[src/rtl/ksa_seq_pkg.sv]
// ---------------------------------------------------------------------------
// ksa_seq_pkg
// Shared definitions for the wide-add sequencer around a 4-bit adder core:
//   seq_state_t : sequencer FSM states
//   SLICE       : width of the external adder core
//   clog2()     : counter width helper (never returns less than 1 bit)
// ---------------------------------------------------------------------------
package ksa_seq_pkg;

    typedef enum logic [1:0] {
        IDLE  = 2'd0,
        ISSUE = 2'd1,
        WAIT  = 2'd2,
        DONE  = 2'd3
    } seq_state_t;

    localparam int SLICE = 4;

    // Bits needed to hold values 0..value-1; clamped to 1 so that a
    // degenerate count of 1 still yields a legal vector width.
    function automatic int clog2(input int value);
        int w;
        w = 0;
        while ((1 << w) < value) begin
            w = w + 1;
        end
        if (w < 1) begin
            w = 1;
        end
        return w;
    endfunction

endpackage

[src/rtl/ksa_lat_timer.sv]
// ---------------------------------------------------------------------------
// ksa_lat_timer
// Loadable down-counter with zero flag. Counts down once per clock until it
// reaches zero, then holds. A load takes priority over counting.
// Ports:
//   clk      : system clock
//   rst_n    : synchronous active-low reset (count cleared to zero)
//   load     : load load_val this cycle
//   load_val : value to load
//   zero     : count is zero
// ---------------------------------------------------------------------------
module ksa_lat_timer #(
    parameter int W = 2
) (
    input  logic         clk,
    input  logic         rst_n,
    input  logic         load,
    input  logic [W-1:0] load_val,
    output logic         zero
);

    localparam logic [W-1:0] ONE = W'(1);

    logic [W-1:0] count_r;

    // Count register: load, else decrement toward zero, else hold.
    always_ff @(posedge clk) begin
        if (!rst_n) begin
            count_r <= '0;
        end else if (load) begin
            count_r <= load_val;
        end else if (count_r != '0) begin
            count_r <= count_r - ONE;
        end else begin
            count_r <= count_r;
        end
    end

    assign zero = (count_r == '0);

endmodule

[src/rtl/ksa4_wide_add_seq.sv]
// ---------------------------------------------------------------------------
// ksa4_wide_add_seq
// Performs a WIDTH-bit addition by feeding one shared, pipelined SLICE-bit
// adder core slice by slice (LSB first). Each slice is held on the core
// inputs for ADDER_LAT edges, then its sum is captured and its carry-out is
// forwarded straight into the next slice's carry-in.
// Ports:
//   clk, rst_n            : clock, synchronous active-low reset
//   in_valid/in_ready     : operand handshake (ready only when idle)
//   in_a, in_b, in_cin    : operands and carry into slice 0
//   out_valid/out_ready   : result handshake
//   out_sum, out_cout     : WIDTH-bit sum and final carry
//   add_a, add_b, add_cin : registered inputs to the external adder core
//   add_valid             : one-cycle pulse when a new slice is applied
//   add_s, add_cout       : adder core sum and carry outputs
// ---------------------------------------------------------------------------
module ksa4_wide_add_seq #(
    parameter int WIDTH     = 16,
    parameter int SLICE     = ksa_seq_pkg::SLICE,
    parameter int ADDER_LAT = 4
) (
    input  logic             clk,
    input  logic             rst_n,
    input  logic             in_valid,
    output logic             in_ready,
    input  logic [WIDTH-1:0] in_a,
    input  logic [WIDTH-1:0] in_b,
    input  logic             in_cin,
    output logic             out_valid,
    input  logic             out_ready,
    output logic [WIDTH-1:0] out_sum,
    output logic             out_cout,
    output logic [SLICE-1:0] add_a,
    output logic [SLICE-1:0] add_b,
    output logic             add_cin,
    output logic             add_valid,
    input  logic [SLICE-1:0] add_s,
    input  logic             add_cout
);

    import ksa_seq_pkg::*;

    localparam int NSLICE = WIDTH / SLICE;
    localparam int TW     = clog2(ADDER_LAT);
    localparam int IW     = clog2(NSLICE);

    localparam logic [TW-1:0] TIMER_LOAD = TW'(ADDER_LAT - 1);
    localparam logic [IW-1:0] LAST_IDX   = IW'(NSLICE - 1);
    localparam logic [IW-1:0] IDX_ONE    = IW'(1);

    seq_state_t state_r;
    seq_state_t state_next_s;

    logic [WIDTH-1:0]       a_r;          // operand A bits not yet issued
    logic [WIDTH-1:0]       b_r;          // operand B bits not yet issued
    logic [WIDTH-1:0]       sum_r;        // slice sums, shifted in from the top
    logic [IW-1:0]          idx_r;
    logic                   accept_s;
    logic                   capture_s;
    logic                   timer_load_s;
    logic                   timer_zero_s;
    logic                   last_slice_s;
    logic [WIDTH+SLICE-1:0] sum_cat_s;
    logic [WIDTH-1:0]       sum_shift_s;

    // Each captured slice enters at the MSB end; after NSLICE captures the
    // first slice has reached bit 0, so no variable part-select is needed.
    assign sum_cat_s    = {add_s, sum_r};
    assign sum_shift_s  = sum_cat_s[WIDTH+SLICE-1:SLICE];
    assign last_slice_s = (idx_r == LAST_IDX);

    assign in_ready  = (state_r == IDLE);
    assign out_valid = (state_r == DONE);

    ksa_lat_timer #(
        .W (TW)
    ) u_timer (
        .clk      (clk),
        .rst_n    (rst_n),
        .load     (timer_load_s),
        .load_val (TIMER_LOAD),
        .zero     (timer_zero_s)
    );

    // FSM state register.
    always_ff @(posedge clk) begin
        if (!rst_n) begin
            state_r <= IDLE;
        end else begin
            state_r <= state_next_s;
        end
    end

    // FSM next-state and datapath control strobes.
    always_comb begin
        state_next_s = state_r;
        accept_s     = 1'b0;
        capture_s    = 1'b0;
        timer_load_s = 1'b0;
        case (state_r)
            IDLE: begin
                if (in_valid) begin
                    accept_s     = 1'b1;
                    state_next_s = ISSUE;
                end else begin
                    state_next_s = IDLE;
                end
            end
            ISSUE: begin
                timer_load_s = 1'b1;
                state_next_s = WAIT;
            end
            WAIT: begin
                if (timer_zero_s) begin
                    capture_s = 1'b1;
                    if (last_slice_s) begin
                        state_next_s = DONE;
                    end else begin
                        state_next_s = ISSUE;
                    end
                end else begin
                    state_next_s = WAIT;
                end
            end
            DONE: begin
                if (out_ready) begin
                    state_next_s = IDLE;
                end else begin
                    state_next_s = DONE;
                end
            end
            default: begin
                state_next_s = IDLE;
            end
        endcase
    end

    // Datapath: slice loading, carry bypass, sum assembly and result registers.
    always_ff @(posedge clk) begin
        if (!rst_n) begin
            a_r       <= '0;
            b_r       <= '0;
            sum_r     <= '0;
            idx_r     <= '0;
            add_a     <= '0;
            add_b     <= '0;
            add_cin   <= 1'b0;
            add_valid <= 1'b0;
            out_sum   <= '0;
            out_cout  <= 1'b0;
        end else begin
            add_valid <= 1'b0;
            if (accept_s) begin
                add_a     <= in_a[SLICE-1:0];
                add_b     <= in_b[SLICE-1:0];
                add_cin   <= in_cin;
                a_r       <= in_a >> SLICE;
                b_r       <= in_b >> SLICE;
                idx_r     <= '0;
                sum_r     <= '0;
                add_valid <= 1'b1;
            end else if (capture_s) begin
                sum_r <= sum_shift_s;
                if (!last_slice_s) begin
                    // Carry-out feeds the next slice on the same edge it is captured.
                    idx_r     <= idx_r + IDX_ONE;
                    add_a     <= a_r[SLICE-1:0];
                    add_b     <= b_r[SLICE-1:0];
                    add_cin   <= add_cout;
                    a_r       <= a_r >> SLICE;
                    b_r       <= b_r >> SLICE;
                    add_valid <= 1'b1;
                end else begin
                    out_sum  <= sum_shift_s;
                    out_cout <= add_cout;
                end
            end else begin
                sum_r <= sum_r;
            end
        end
    end

endmodule

[config.mk]
export PLATFORM = sky130hd
export DESIGN_NAME = ksa4_wide_add_seq
export DESIGN_NICKNAME = d
export VERILOG_FILES = /design/src/rtl/ksa_seq_pkg.sv /design/src/rtl/ksa_lat_timer.sv /design/src/rtl/ksa4_wide_add_seq.sv
export SDC_FILE = /design/constraint.sdc
export NUM_CORES = 1
export LEC_CHECK = 0
export BUFFER_PORTS_ARGS = -buffer_cell sky130_fd_sc_hd__buf_2
export CAP_MARGIN = 15
export CORE_ASPECT_RATIO = 2
export CORE_MARGIN = 4
export CORE_UTILIZATION = 50
export CTS_BUF_LIST = sky130_fd_sc_hd__clkbuf_8
export CTS_CLUSTER_DIAMETER = 30
export CTS_CLUSTER_SIZE = 25
export DETAILED_ROUTE_END_ITERATION = 8
export PLACE_DENSITY = 0.81
export RECOVER_POWER = 100
export SLEW_MARGIN = 15
export SYNTH_ARGS = -nofsm -noshare
export SYNTH_HDL_FRONTEND = slang
export SYNTH_SLANG_ARGS = --single-unit
[constraint.sdc]
create_clock -name clk -period 3.6 [get_ports clk]
set_clock_uncertainty 0.05 [all_clocks]
set_input_delay 0.18 -clock clk [delete_from_list [all_inputs] [get_ports clk]]
set_output_delay 0.18 -clock clk [all_outputs]
set_load 0.005 [all_outputs]
======== Yosys cells after proc, flatten, opt, wreduce, memory -nomap -nowiden ========
Index checks and enable logic that the tools add are counted.
storage, ports and cells
  word-level logic and storage cells ...... 61
  input port bits ......................... 42
  flip-flop bits (word level) ............. 73
  output and inout bits ................... 29
cells by class
  $add $sub $neg .......................... 2
  bitwise gates (word level) .............. 3
  equality and inequality tests ........... 5
  reduce and logical (&&, ||, !) cells .... 9
  muxes and demuxes ....................... 30
operator list
  cell                   count
  $mux W12               6
  $mux W4                6
  $mux W1                12
  $mux W2                5
  $pmux W2 S4            1
  $eq A2 B2 Y1 const B   3
  $reduce_bool A2 Y1     3
  $logic_not A2 Y1       2
  $reduce_and A2 Y1      2
  $not A1 Y1             3
  $reduce_and A3 Y1      1
  $add A2 B1 Y2 const B  1
  $eq A2 B1 Y1 const B   1
  $ne A2 B2 Y1 const B   1
  $reduce_or A2 Y1       1
  $sub A2 B1 Y2 const B  1

======== Logic depth before layout (Yosys ltp) ========
Gate-level depths: netlist of the first run.
  word-level depth ........................ 5
  depth in mapped cells ................... 8
  depth with buffers taken out ............ 5

======== Cells and area by module ========
A second synthesis of the first run with hierarchy kept.
second synthesis, totals
  cell total of the unflattened synthesis .. 324
  area total of the unflattened synthesis .. 2879.0 um^2
modules (own cells, without submodules)
  module             cells each  sequential area each (um^2)  area each (um^2)  instances
  ksa4_wide_add_seq  311         1341.3                       2755.1            1
  ksa_lat_timer      13          40.0                         123.9             1

======== Worst setup path before layout of the first run ========
Ideal clock, no wire load.
  path kind ............................... register to register
  start ................................... register u_timer.count_r[0]
  end ..................................... register add_a[1]
  setup time .............................. 0.116 ns
  path slack .............................. 2.067 ns
  period minus slack after synthesis ...... 1.533 ns
  data required time ...................... 3.434 ns
  cell stages (with the launch flop) ...... 9
  buffers on the path ..................... 3
  arrival ................................. 1.368 ns
  cell sequence ........................... dfxtp_1 > inv_1 > ha_1 > buf_4 > nand4bb_1 > buf_4 > buf_2 > o22ai_1 > a31o_1
between the ends
  cells in the longest elaborated chain, start to end .. 5
RTL lines
  element                              line                      RTL
  start: declaration                   ksa_lat_timer.sv:24       logic [W-1:0] count_r;
  start signal: assignment             ksa_lat_timer.sv:31       count_r <= load_val;
  start signal: assignment             ksa_lat_timer.sv:33       count_r <= count_r - ONE;
  start signal: assignment             ksa_lat_timer.sv:35       count_r <= count_r;
  $logic_not A2 Y1                     ksa_lat_timer.sv:39       assign zero = (count_r == '0);
  $mux W1                              ksa4_wide_add_seq.sv:114  if (timer_zero_s) begin
  $mux W1                              ksa4_wide_add_seq.sv:100  case (state_r)
  $reduce_bool A2 Y1 (no source line)  -
  $reduce_and A2 Y1 (no source line)   -
  end signal: assignment               ksa4_wide_add_seq.sv:154  add_a <= in_a[SLICE-1:0];
  end signal: assignment               ksa4_wide_add_seq.sv:167  add_a <= a_r[SLICE-1:0];
  end: declaration                     ksa4_wide_add_seq.sv:33   output logic [SLICE-1:0] add_a,
Every way passes these cells.
A chain may end at the register's enable or synchronous reset.

======== Final worst setup path of the first run ========
  start ................................... register state_r[0]
  end ..................................... register add_a[2]
between the ends
  cells in the longest elaborated chain, start to end .. 4
  elaborated cells between the ends (all ways) .. 8
  those cells by class .................... 2 x eq/ne; 3 x mux; 3 x reduce/logical
RTL lines
  element                                                                     line                      RTL
  start: declaration                                                          ksa4_wide_add_seq.sv:51   seq_state_t state_r;
  start signal: assignment                                                    ksa4_wide_add_seq.sv:90   state_r <= state_next_s;
  $logic_not A2 Y1 / $eq A2 B2 Y1 (equally long branches)                     ksa4_wide_add_seq.sv:100
  $mux W1                                                                     ksa4_wide_add_seq.sv:100
  $ne A2 B2 Y1 (no source line) / $reduce_bool A2 Y1 (equally long branches)  -
  $reduce_and A2 Y1 (no source line)                                          -
Parallel ways exist; a longest one is shown, timed or not.

==> reports/qor.txt, run 1 <==
Via Count: 2,456
first-pass GRT wire length: 9700 um
pre-CTS setup slack: 1.69 ns
Leak: 1.36 nW
dpl hpwl: 4320 um
Power Density: 525 mW/mm^2
Wirelength per Cell: 13.3 um
HP Start: in_a[14]
clk root buf: clkbuf_8
Reg2Reg Setup Slack: 1.30 ns
clk buf depth: 2
Crit Path Class: reg -> reg
cell area after synthesis: 0.00279 sq mm
status: finished, violations left
grt ovf: 0
Hold Fails Final Rpt: 0
Synth-to-Final Area Change: 17.2%
routed vias/inst: 5.52
Max VDD drop: 0.376 mV
antenna viol nets, final: 0
Final setup viols: 0
Clock Latency Late Sink: 0.34 ns
worst hold path class: in -> reg
crit share post-route: 0.638
DR pass1 iterations: 5
crit path launch type: flip-flop
Post-Syn Nets: 363
post-synth top area cell: dfxtp_1
clock sinks: 69
Tmin final: 2.30 ns
number of diodes: 0
EDFF count, synth: 0
DRT iter0 DRCs: 87
Crit. End Element: flip-flop
Overall Power: 0.00172 W
sequential fraction of the synthesis area: 0.495
cell breakdown of the critical path: nor3b_2, nor2_4, a31o_1
slowest CP cell: nor3b_2
I/O pins: 71
max-slew violation count: 28
Syn. warnings: 0
gr usage total: 0.184
maximum clock rate: 436 MHz
Synth top area share: 0.495
number of global-route vias before repair: 2,180
die width: 60.8 um
Worst slew margin: -0.0580
die height: 114 um
CP peak stage delay: 1.28 ns
Synth Area per Inst: 8.75 sq um
worst hold stages: 3
RSZ-0062 raised after global routing: false
post-synth cell types: 37
CP max FO: 27
share of layout cells above drive strength 1: 0.203
most common cell in the netlist: nand2_1
synthesized instance count: 319
WP data arrival: 2.48 ns
r2r endpoint: add_a[2]
Commonest cells post-synth: 77 x nand2_1, 69 x dfxtp_1, 59 x nand3_1
CTS clk-pin slew, worst paths: 0.08 ns
Initial Util: 0.515
CP required: 3.78 ns
GPL Wtd Cong: 0.758
R2R depth: 3
Num CTS Buffers: 9
Die Area: 0.00691 sq mm
Post-CTS Resized: 0
row cnt: 38
H-Tree Depth: 3
TNS Setup: 0 ns
CTS tree: built
flops & latches, synth: 69
largest cells by area after synthesis: dfxtp_1 49%, nand3_1 11%, nand2_1 10%
initial antenna violation count: 0
worst min-delay path endpoint: a_r[10]
Post-route DRC: 0
number of port buffers: 70
Post-layout nets: 424
Worst Max-Slew Pin Slew: 1.58 ns
Async S/R FF share, synth: 0
Setup WS post-layout: 1.30 ns
failing checks: max-capacitance violations, max-slew violations
Core Footprint: 0.00542 sq mm
maxcap violations: 1
largest net degree at the start of global routing: 46
worst reg2reg startpoint: state_r[0]
Util after Layout: 0.603
final WL: 5920 um
most common flop cell mapped by yosys: dfxtp_1
[registers in the layout, summed over array words and instances (netlist names)]
name,cells
state_r,2
u_timer.count_r,2
idx_r,2
b_r,12
add_b,4
add_cin,1
out_sum,16
sum_r,12
add_a,4
a_r,12
out_cout,1
add_valid,1
[critical path: cells and delay by family, from the launching register on]
family / cells / cell delay (ns)
AOI/OAI and AO/OA: 1 / 0.29
and+or+nand+nor: 2 / 1.43
DFF: 1 / 0.41
[worst max-delay path by stage]
| stage | from | end |
|---|---|---|
| detailed placement | u_timer.count_r[0] | a_r[2] |
| finish | state_r[0] | add_a[2] |
| floorplan | u_timer.count_r[0] | add_a[1] |
| global placement | u_timer.count_r[0] | add_valid |
| CTS | u_timer.count_r[0] | a_r[2] |
| global route | state_r[0] | add_a[3] |
[metal layers]
layer | vias up | GRT usage | wire [um] | part of all wire
met5 | - | 0 | 0 | 0
met4 | 0 | 0.0738 | 111 | 0.019
met3 | 8 | 0.0476 | 358 | 0.061
met2 | 71 | 0.320 | 3160 | 0.53
met1 | 1128 | 0.205 | 2280 | 0.39
li1 | 1249 | - | - | -
[logic make-up after synthesis]
logic type | Yosys count | share of synthesized area
AOI/OAI and AO/OA | 59 | 0.147
muxes | 1 | 0.00403
adders and majority gates | 2 | 0.00896
buffers and inverters | 31 | 0.0690
and+or+nand+nor | 155 | 0.269
DFF | 69 | 0.495
xor gates and xnor gates | 2 | 0.00628
[timing repair]
action	in CTS	in global routing
hold endpoints to repair	6	0
hold buffers	6	0
setup buffers	0	0
[placed cells by master, fill, tap and decap left out, drive strengths merged, types with 3 or more instances in the layout]
master,n
nand2,79
dfxtp,69
buf,60
nand3,59
clkbuf,22
o221ai,16
a21oi,13
o22ai,8
a31o,8
o21ai,8
dlygate4sd3,6
a21boi,4
inv,3
nor2,3
clkinv,3
[per-stage QoR]
step / hold slack [ns] / area, sq um / std cells
CTS: 0.000240 / 3310 / 445
detailed placement: 0.358 / 3050 / 423
global route: 0.00685 / 3270 / 445
floorplan: 0.260 / 2790 / 319
global placement: 0.354 / 3050 / 423
finish: 0.0121 / 3270 / 445
[cell type report]
| class | count | area [sq um] |
|---|---|---|
| Clock inverter | 7 | 67.6 |
| Timing Repair Buffer | 79 | 414 |
| Multi-Input combinational cell | 219 | 1200 |
| Sequential cell | 69 | 1380 |
| Inverter | 2 | 7.51 |
| Clock buffer | 9 | 124 |
| Fill cell | 507 | 2150 |
| Tap cell | 60 | 75.1 |
[where the power goes]
| part | total, W | internal (W) | switching, W |
|---|---|---|---|
| logic | 0.000267 | 0.000108 | 0.000159 |
| registers | 0.000849 | 0.000820 | 0.0000288 |
| clock network | 0.000603 | 0.000316 | 0.000287 |
| total | 0.00172 | 0.00124 | 0.000475 |
Power figures use the tool's default switching activity.
==> run 2, diff against run 1 <==
Settings changed: ABC_AREA from default to 1, PLACE_DENSITY 0.81 to 0.8.
Clock period 3.6 ns to 2.3 ns, I/O delays scaled along.
==> reports/qor.txt, run 2 <==
status: finished clean (was finished, violations left)
Syn. warnings: 0 (unchanged)
Reg with most FFs: out_sum (unchanged)
Power Density: 816 mW/mm^2 (was 525 mW/mm^2)
fillers: 539 (was 507)
crit path launch type: primary input (was flip-flop)
grt ovf: 0 (unchanged)
Final setup viols: 0 (unchanged)
clk root buf: clkbuf_8 (unchanged)
Wirelength per Cell: 12.6 um (was 13.3 um)
Initial Util: 0.518 (was 0.515)
Post-route DRC: 0 (unchanged)
r2r endpoint: out_sum[11] (was add_a[2])
cell breakdown of the critical path: dlygate4sd3_1, buf_2, clkinv_1, clkbuf_2, a31oi_1 (was nor3b_2, nor2_4, a31o_1)
Clock Latency Late Sink: 0.34 ns (about the same)
Reg2Reg Setup Slack: 0.49 ns (was 1.30 ns)
Die Area: 0.00734 sq mm (was 0.00691 sq mm)
number of port buffers: 70 (unchanged)
GPL Wtd Cong: 0.833 (was 0.758)
dpl hpwl: 4810 um (was 4320 um)
Tmin final: 1.85 ns
die height: 117 um (was 114 um)
post-synth cell types: 22 (was 37)
EDFF count, synth: 0 (unchanged)
crit share post-route: 0.806
Worst slew margin: 0.497 (was -0.0580)
pre-CTS setup slack: 0.545 ns (was 1.69 ns)
most frequent cells in the layout: 82 x nand2_1, 78 x nor2_1, 77 x nand3_1 (was 79 x nand2_1, 69 x dfxtp_1, 59 x nand3_1)
largest cells by area after synthesis: dfxtp_1 46%, nand3_1 13%, nand2_1 10% (was dfxtp_1 49%, nand3_1 11%, nand2_1 10%)
CP peak stage delay: 0.59 ns (was 1.28 ns)
Via Count: 2,885 (was 2,456)
share of layout cells above drive strength 1: 0.170 (was 0.203)
max-slew violation count: 0 (was 28)
CP required: 2.51 ns (was 3.78 ns)
number of diodes: 0 (unchanged)
slowest CP cell: clkbuf_2 (was nor3b_2)
DR pass1 iterations: 4 (was 5)
H-Tree Depth: 3 (unchanged)
worst hold path class: in -> reg (unchanged)
Setup WS post-layout: 0.447 ns (was 1.30 ns)
die width: 62.6 um (was 60.8 um)
gr usage total: 0.206 (was 0.184)
RSZ-0062 raised after global routing: false (unchanged)
Leak: 1.59 nW (was 1.36 nW)
most common flop cell mapped by yosys: dfxtp_1 (unchanged)
CP max FO: 37 (was 27)
Synth-to-Final Area Change: 21.5% (was 17.2%)
row cnt: 39 (was 38)
WP data arrival: 2.06 ns (was 2.48 ns)
most common cell in the netlist: nand2_1 (unchanged)
Async S/R FF share, synth: 0 (unchanged)
routed vias/inst: 5.10 (was 5.52)
Worst Max-Slew Pin Slew: 0.754 ns (was 1.58 ns)
Post-Syn Nets: 469 (was 363)
commonest non-fill, non-tap cell in the layout: nand2_1 (unchanged)
initial antenna violation count: 0 (unchanged)
Core Footprint: 0.00576 sq mm (was 0.00542 sq mm)
cell area after synthesis: 0.00298 sq mm (was 0.00279 sq mm)
flops & latches, synth: 69 (unchanged)
R2R depth: 8 (was 3)
Crit Path Class: in -> reg (was reg -> reg)
clock sinks: 69 (unchanged)
TNS Setup: 0 ns (unchanged)
Post-layout nets: 544 (was 424)
Max VDD drop: 0.603 mV (was 0.376 mV)
max reg flops: 16 (unchanged)
Synth top area share: 0.463 (was 0.495)
Crit. End Element: flip-flop (unchanged)
worst min-delay path endpoint: state_r[1] (was a_r[10])
worst hold stages: 3 (unchanged)
HP Start: out_ready (was in_a[14])
first-pass GRT wire length: 12,000 um (was 9700 um)
largest net degree at the start of global routing: 38 (was 46)
I/O pins: 71 (unchanged)
post-synth top area cell: dfxtp_1 (unchanged)
DRT iter0 DRCs: 182 (was 87)
CTS tree: built (unchanged)
Synth Area per Inst: 7.02 sq um (was 8.75 sq um)
antenna viol nets, final: 0 (unchanged)
final WL: 7120 um (was 5920 um)
Post-CTS Setup Bufs: 0 (unchanged)
Hold Fails Final Rpt: 0 (unchanged)
sequential fraction of the synthesis area: 0.463 (was 0.495)
synthesized instance count: 425 (was 319)
Num CTS Buffers: 9 (unchanged)
clk buf depth: 2 (unchanged)
number of global-route vias before repair: 2,753 (was 2,180)
maxcap violations: 0 (was 1)
worst reg2reg startpoint: u_timer.count_r[0] (was state_r[0])
maximum clock rate: 540 MHz
Commonest cells post-synth: 81 x nand2_1, 77 x nand3_1, 77 x nor2_1 (was 77 x nand2_1, 69 x dfxtp_1, 59 x nand3_1)
CTS clk-pin slew, worst paths: 0.07 ns (was 0.08 ns)
-- run 2: report_power, final --
| part | total (W) | internal, W | switching (W) |
|---|---|---|---|
| sequential | 0.00133 | 0.00128 | 0.0000471 |
| clock | 0.000979 | 0.000525 | 0.000454 |
| combinational | 0.000651 | 0.000214 | 0.000437 |
-- run 2: metal layers --
| layer | up-vias | GRT usage | wire, um |
|---|---|---|---|
| met1 | 1291 | 0.204 | 2760 |
| met2 | 86 | 0.397 | 3860 |
| met4 | 0 | 0.0885 | 115 |
| li1 | 1497 | - | - |
| met5 | - | 0 | 0 |
| met3 | 11 | 0.0564 | 379 |
-- run 2: logic make-up after synthesis --
family | Yosys count | synth area share
AOI/OAI and AO/OA | 45 | 0.0759
xor gates and xnor gates | 1 | 0.00294
adders and majority gates | 2 | 0.00839
buffers and inverters | 64 | 0.0961
DFF | 69 | 0.463
and+or+nand+nor | 244 | 0.354
-- run 2: worst max-delay path by stage --
stage / endpoint / slack, ns / cells after the start / from
finish: state_r[1] / 0.45 / 5 / rst_n
global route: state_r[1] / 0.27 / 5 / rst_n
CTS: out_sum[12] / 0.53 / 8 / u_timer.count_r[0]
detailed placement: out_sum[12] / 0.55 / 8 / u_timer.count_r[0]
global placement: out_sum[9] / 0.63 / 8 / u_timer.count_r[0]
floorplan: a_r[0] / 0.85 / 10 / u_timer.count_r[0]
-- run 2: metrics by stage --
stage	power, W	cell area, sq um	util	hold slack, ns	instances
floorplan	0.00184	2980	-	0.163	425
global placement	0.00198	3320	0.577	0.315	536
detailed placement	0.00200	3320	0.577	0.329	536
CTS	0.00300	3660	0.636	0.0128	566
global route	0.00314	3620	0.629	0.0198	566
finish	0.00296	3620	0.629	0.0309	566
-- run 2: area by class of cell --
| class | count | area (sq um) | area share |
|---|---|---|---|
| Sequential cell | 69 | 1380 | 0.381 |
| Tap cell | 61 | 76.3 | 0.0211 |
| Timing Repair Buffer | 90 | 513 | 0.142 |
| Inverter | 38 | 143 | 0.0394 |
| Multi-Input combinational cell | 292 | 1310 | 0.362 |
| Clock buffer | 10 | 138 | 0.0380 |
| Clock inverter | 6 | 62.6 | 0.0173 |
-- run 2: what timing repair did --
| action | in CTS | in global routing |
|---|---|---|
| hold buffers | 14 | 0 |
| endpoints found under the hold margin | 19 | 0 |
| gates resized for setup | 0 | 0 |
-- run 2: worst max-delay path, delay by kind of cell --
| kind | cells | cell delay, ns |
|---|---|---|
| buf+inv | 4 | 1.63 |
| compound gates | 1 | 0.31 |
==> run 3, diff against run 2 <==
Settings changed: ABC_AREA 1 to 0, PLACE_DENSITY 0.8 to 0.81.
Clock period 2.3 ns to 1.75 ns, I/O delays scaled along.
==> reports/qor.txt, run 3 (synthesized netlist as in run 1, its figures left out) <==
Final setup viols: 0 (unchanged)
dpl hpwl: 4330 um (was 4810 um)
Clock Latency Late Sink: 0.34 ns (about the same)
Worst Max-Slew Pin Slew: 0.448 ns (was 0.754 ns)
Max VDD drop: 0.969 mV (was 0.603 mV)
Tmin final: 1.61 ns
Post-route DRC: 0 (unchanged)
fillers: 464 (was 539)
Die Area: 0.00691 sq mm (was 0.00734 sq mm)
number of global-route vias before repair: 2,508 (was 2,753)
initial antenna violation count: 0 (unchanged)
Hold Fails Final Rpt: 0 (unchanged)
clock sinks: 69 (unchanged)
clk buf depth: 2 (unchanged)
Util after Layout: 0.672 (was 0.629)
I/O pins: 71 (unchanged)
Worst slew margin: 0.701 (was 0.497)
maximum clock rate: 622 MHz
Initial Util: 0.515 (was 0.518)
RSZ-0062 raised after global routing: false (unchanged)
GPL Wtd Cong: 0.798 (was 0.833)
Core Footprint: 0.00542 sq mm (was 0.00576 sq mm)
routed vias/inst: 5.51 (was 5.10)
Synth-to-Final Area Change: 30.5% (was 21.5%)
largest net degree at the start of global routing: 68 (was 38)
CP max FO: 14 (was 37)
CTS clk-pin slew, worst paths: 0.07 ns (about the same)
maxcap violations: 0 (unchanged)
die height: 114 um (was 117 um)
Reg with most FFs: out_sum (unchanged)
row cnt: 38 (was 39)
CTS tree: built (unchanged)
crit path launch type: flip-flop (was primary input)
number of diodes: 0 (unchanged)
final WL: 6840 um (was 7120 um)
DRT iter0 DRCs: 150 (was 182)
Crit. End Element: flip-flop (unchanged)
H-Tree Depth: 3 (unchanged)
TNS Setup: 0 ns (unchanged)
Wirelength per Cell: 14.4 um (was 12.6 um)
CP required: 1.91 ns (was 2.51 ns)
most frequent cells in the layout: 78 x nand2_1, 69 x dfxtp_1, 59 x nand3_1 (was 82 x nand2_1, 78 x nor2_1, 77 x nand3_1)
max-slew violation count: 0 (unchanged)
Power Density: 1030 mW/mm^2 (was 816 mW/mm^2)
commonest non-fill, non-tap cell in the layout: nand2_1 (unchanged)
P_sw: 0.00103 W (was 0.000938 W)
Leak: 1.53 nW (was 1.59 nW)
Sequential Area: 0.00138 sq mm (unchanged)
DR pass1 iterations: 4 (unchanged)
Post-layout nets: 455 (was 544)
Via Count: 2,617 (was 2,885)
Crit Path Class: reg -> reg (was in -> reg)
die width: 60.8 um (was 62.6 um)
WP data arrival: 1.77 ns (was 2.06 ns)
status: finished clean (unchanged)
grt ovf: 0 (unchanged)
crit share post-route: 0.919
worst hold path class: in -> reg (unchanged)
gr usage total: 0.211 (was 0.206)
clk root buf: clkbuf_8 (unchanged)
Reg power frac: 0.461 (was 0.449)
Post-CTS Setup Bufs: 0 (unchanged)
switching part of the total: 0.273 (was 0.317)
multi-input logic area: 0.00122 sq mm (was 0.00131 sq mm)
antenna viol nets, final: 0 (unchanged)
Internal Pwr Total: 0.00274 W (was 0.00202 W)
number of port buffers: 70 (unchanged)
Gate power share: 0.191 (was 0.220)
max reg flops: 16 (unchanged)
share of layout cells above drive strength 1: 0.212 (was 0.170)
Num CTS Buffers: 9 (unchanged)
Clock power frac: 0.348 (was 0.331)
first-pass GRT wire length: 11,200 um (was 12,000 um)
## run 3: layer usage
layer	share of wire	wire length (um)	track usage
met5	0	0	0
met4	0.025	173	0.0941
met3	0.052	355	0.0453
met2	0.53	3650	0.364
met1	0.39	2660	0.238
## run 3: path summary, 6_finish.rpt
kind	startpoint	endpoint	slack (ns)	cells after the start
max	state_r[0]	sum_r[12]	0.14	5
max reg2reg	state_r[0]	sum_r[12]	0.14	5
min reg2reg	out_sum[5]	out_sum[5]	0.40	2
min	in_a[2]	add_a[2]	0.06	4
## run 3: final cells by class
cell class | count | share of cell area
timing repair buffer | 110 | 0.208
sequential | 69 | 0.379
inverter | 2 | 0.00206
tap | 60 | 0.0206
multi-input combinational | 219 | 0.336
clock inverter | 4 | 0.0130
clock buffer | 11 | 0.0416
## run 3: power by group through the flow
stage | registers (W) | clock network, W | logic (W)
floorplan | 0.00176 | 0 | 0.000475
global placement | 0.00177 | 0 | 0.000635
detailed placement | 0.00177 | 0 | 0.000657
CTS | 0.00173 | 0.00133 | 0.000714
global route | 0.00174 | 0.00139 | 0.000795
finish | 0.00174 | 0.00131 | 0.000718
## run 3: stage by stage
stage	setup WS [ns]	instance area [sq um]	hold slack, ns	power [W]	std cells
2_1_floorplan	0.217	2790	0.168	0.00224	319
3_3_place_gp	0.153	3150	0.252	0.00240	429
3_5_place_dp	0.0845	3150	0.258	0.00243	429
4_1_cts	0.0460	3660	0.0507	0.00377	475
5_1_grt	0.0557	3640	0.0723	0.00393	475
6_report	0.142	3640	0.0592	0.00376	475
## run 3: timing repair
action                                  in CTS  in global routing
endpoints found under the hold margin       35                  0
hold buffers                                31                  0
endpoints found under the setup margin       0                 26
gates resized for setup                      0                  4
## run 3: critical path, stage by stage (launching register included)
cell and delay (ns):
dfxtp_1 0.31, clkbuf_2 0.15, or3b_1 0.42, buf_4 0.20, nand2_2 0.24, a21oi_1 0.10
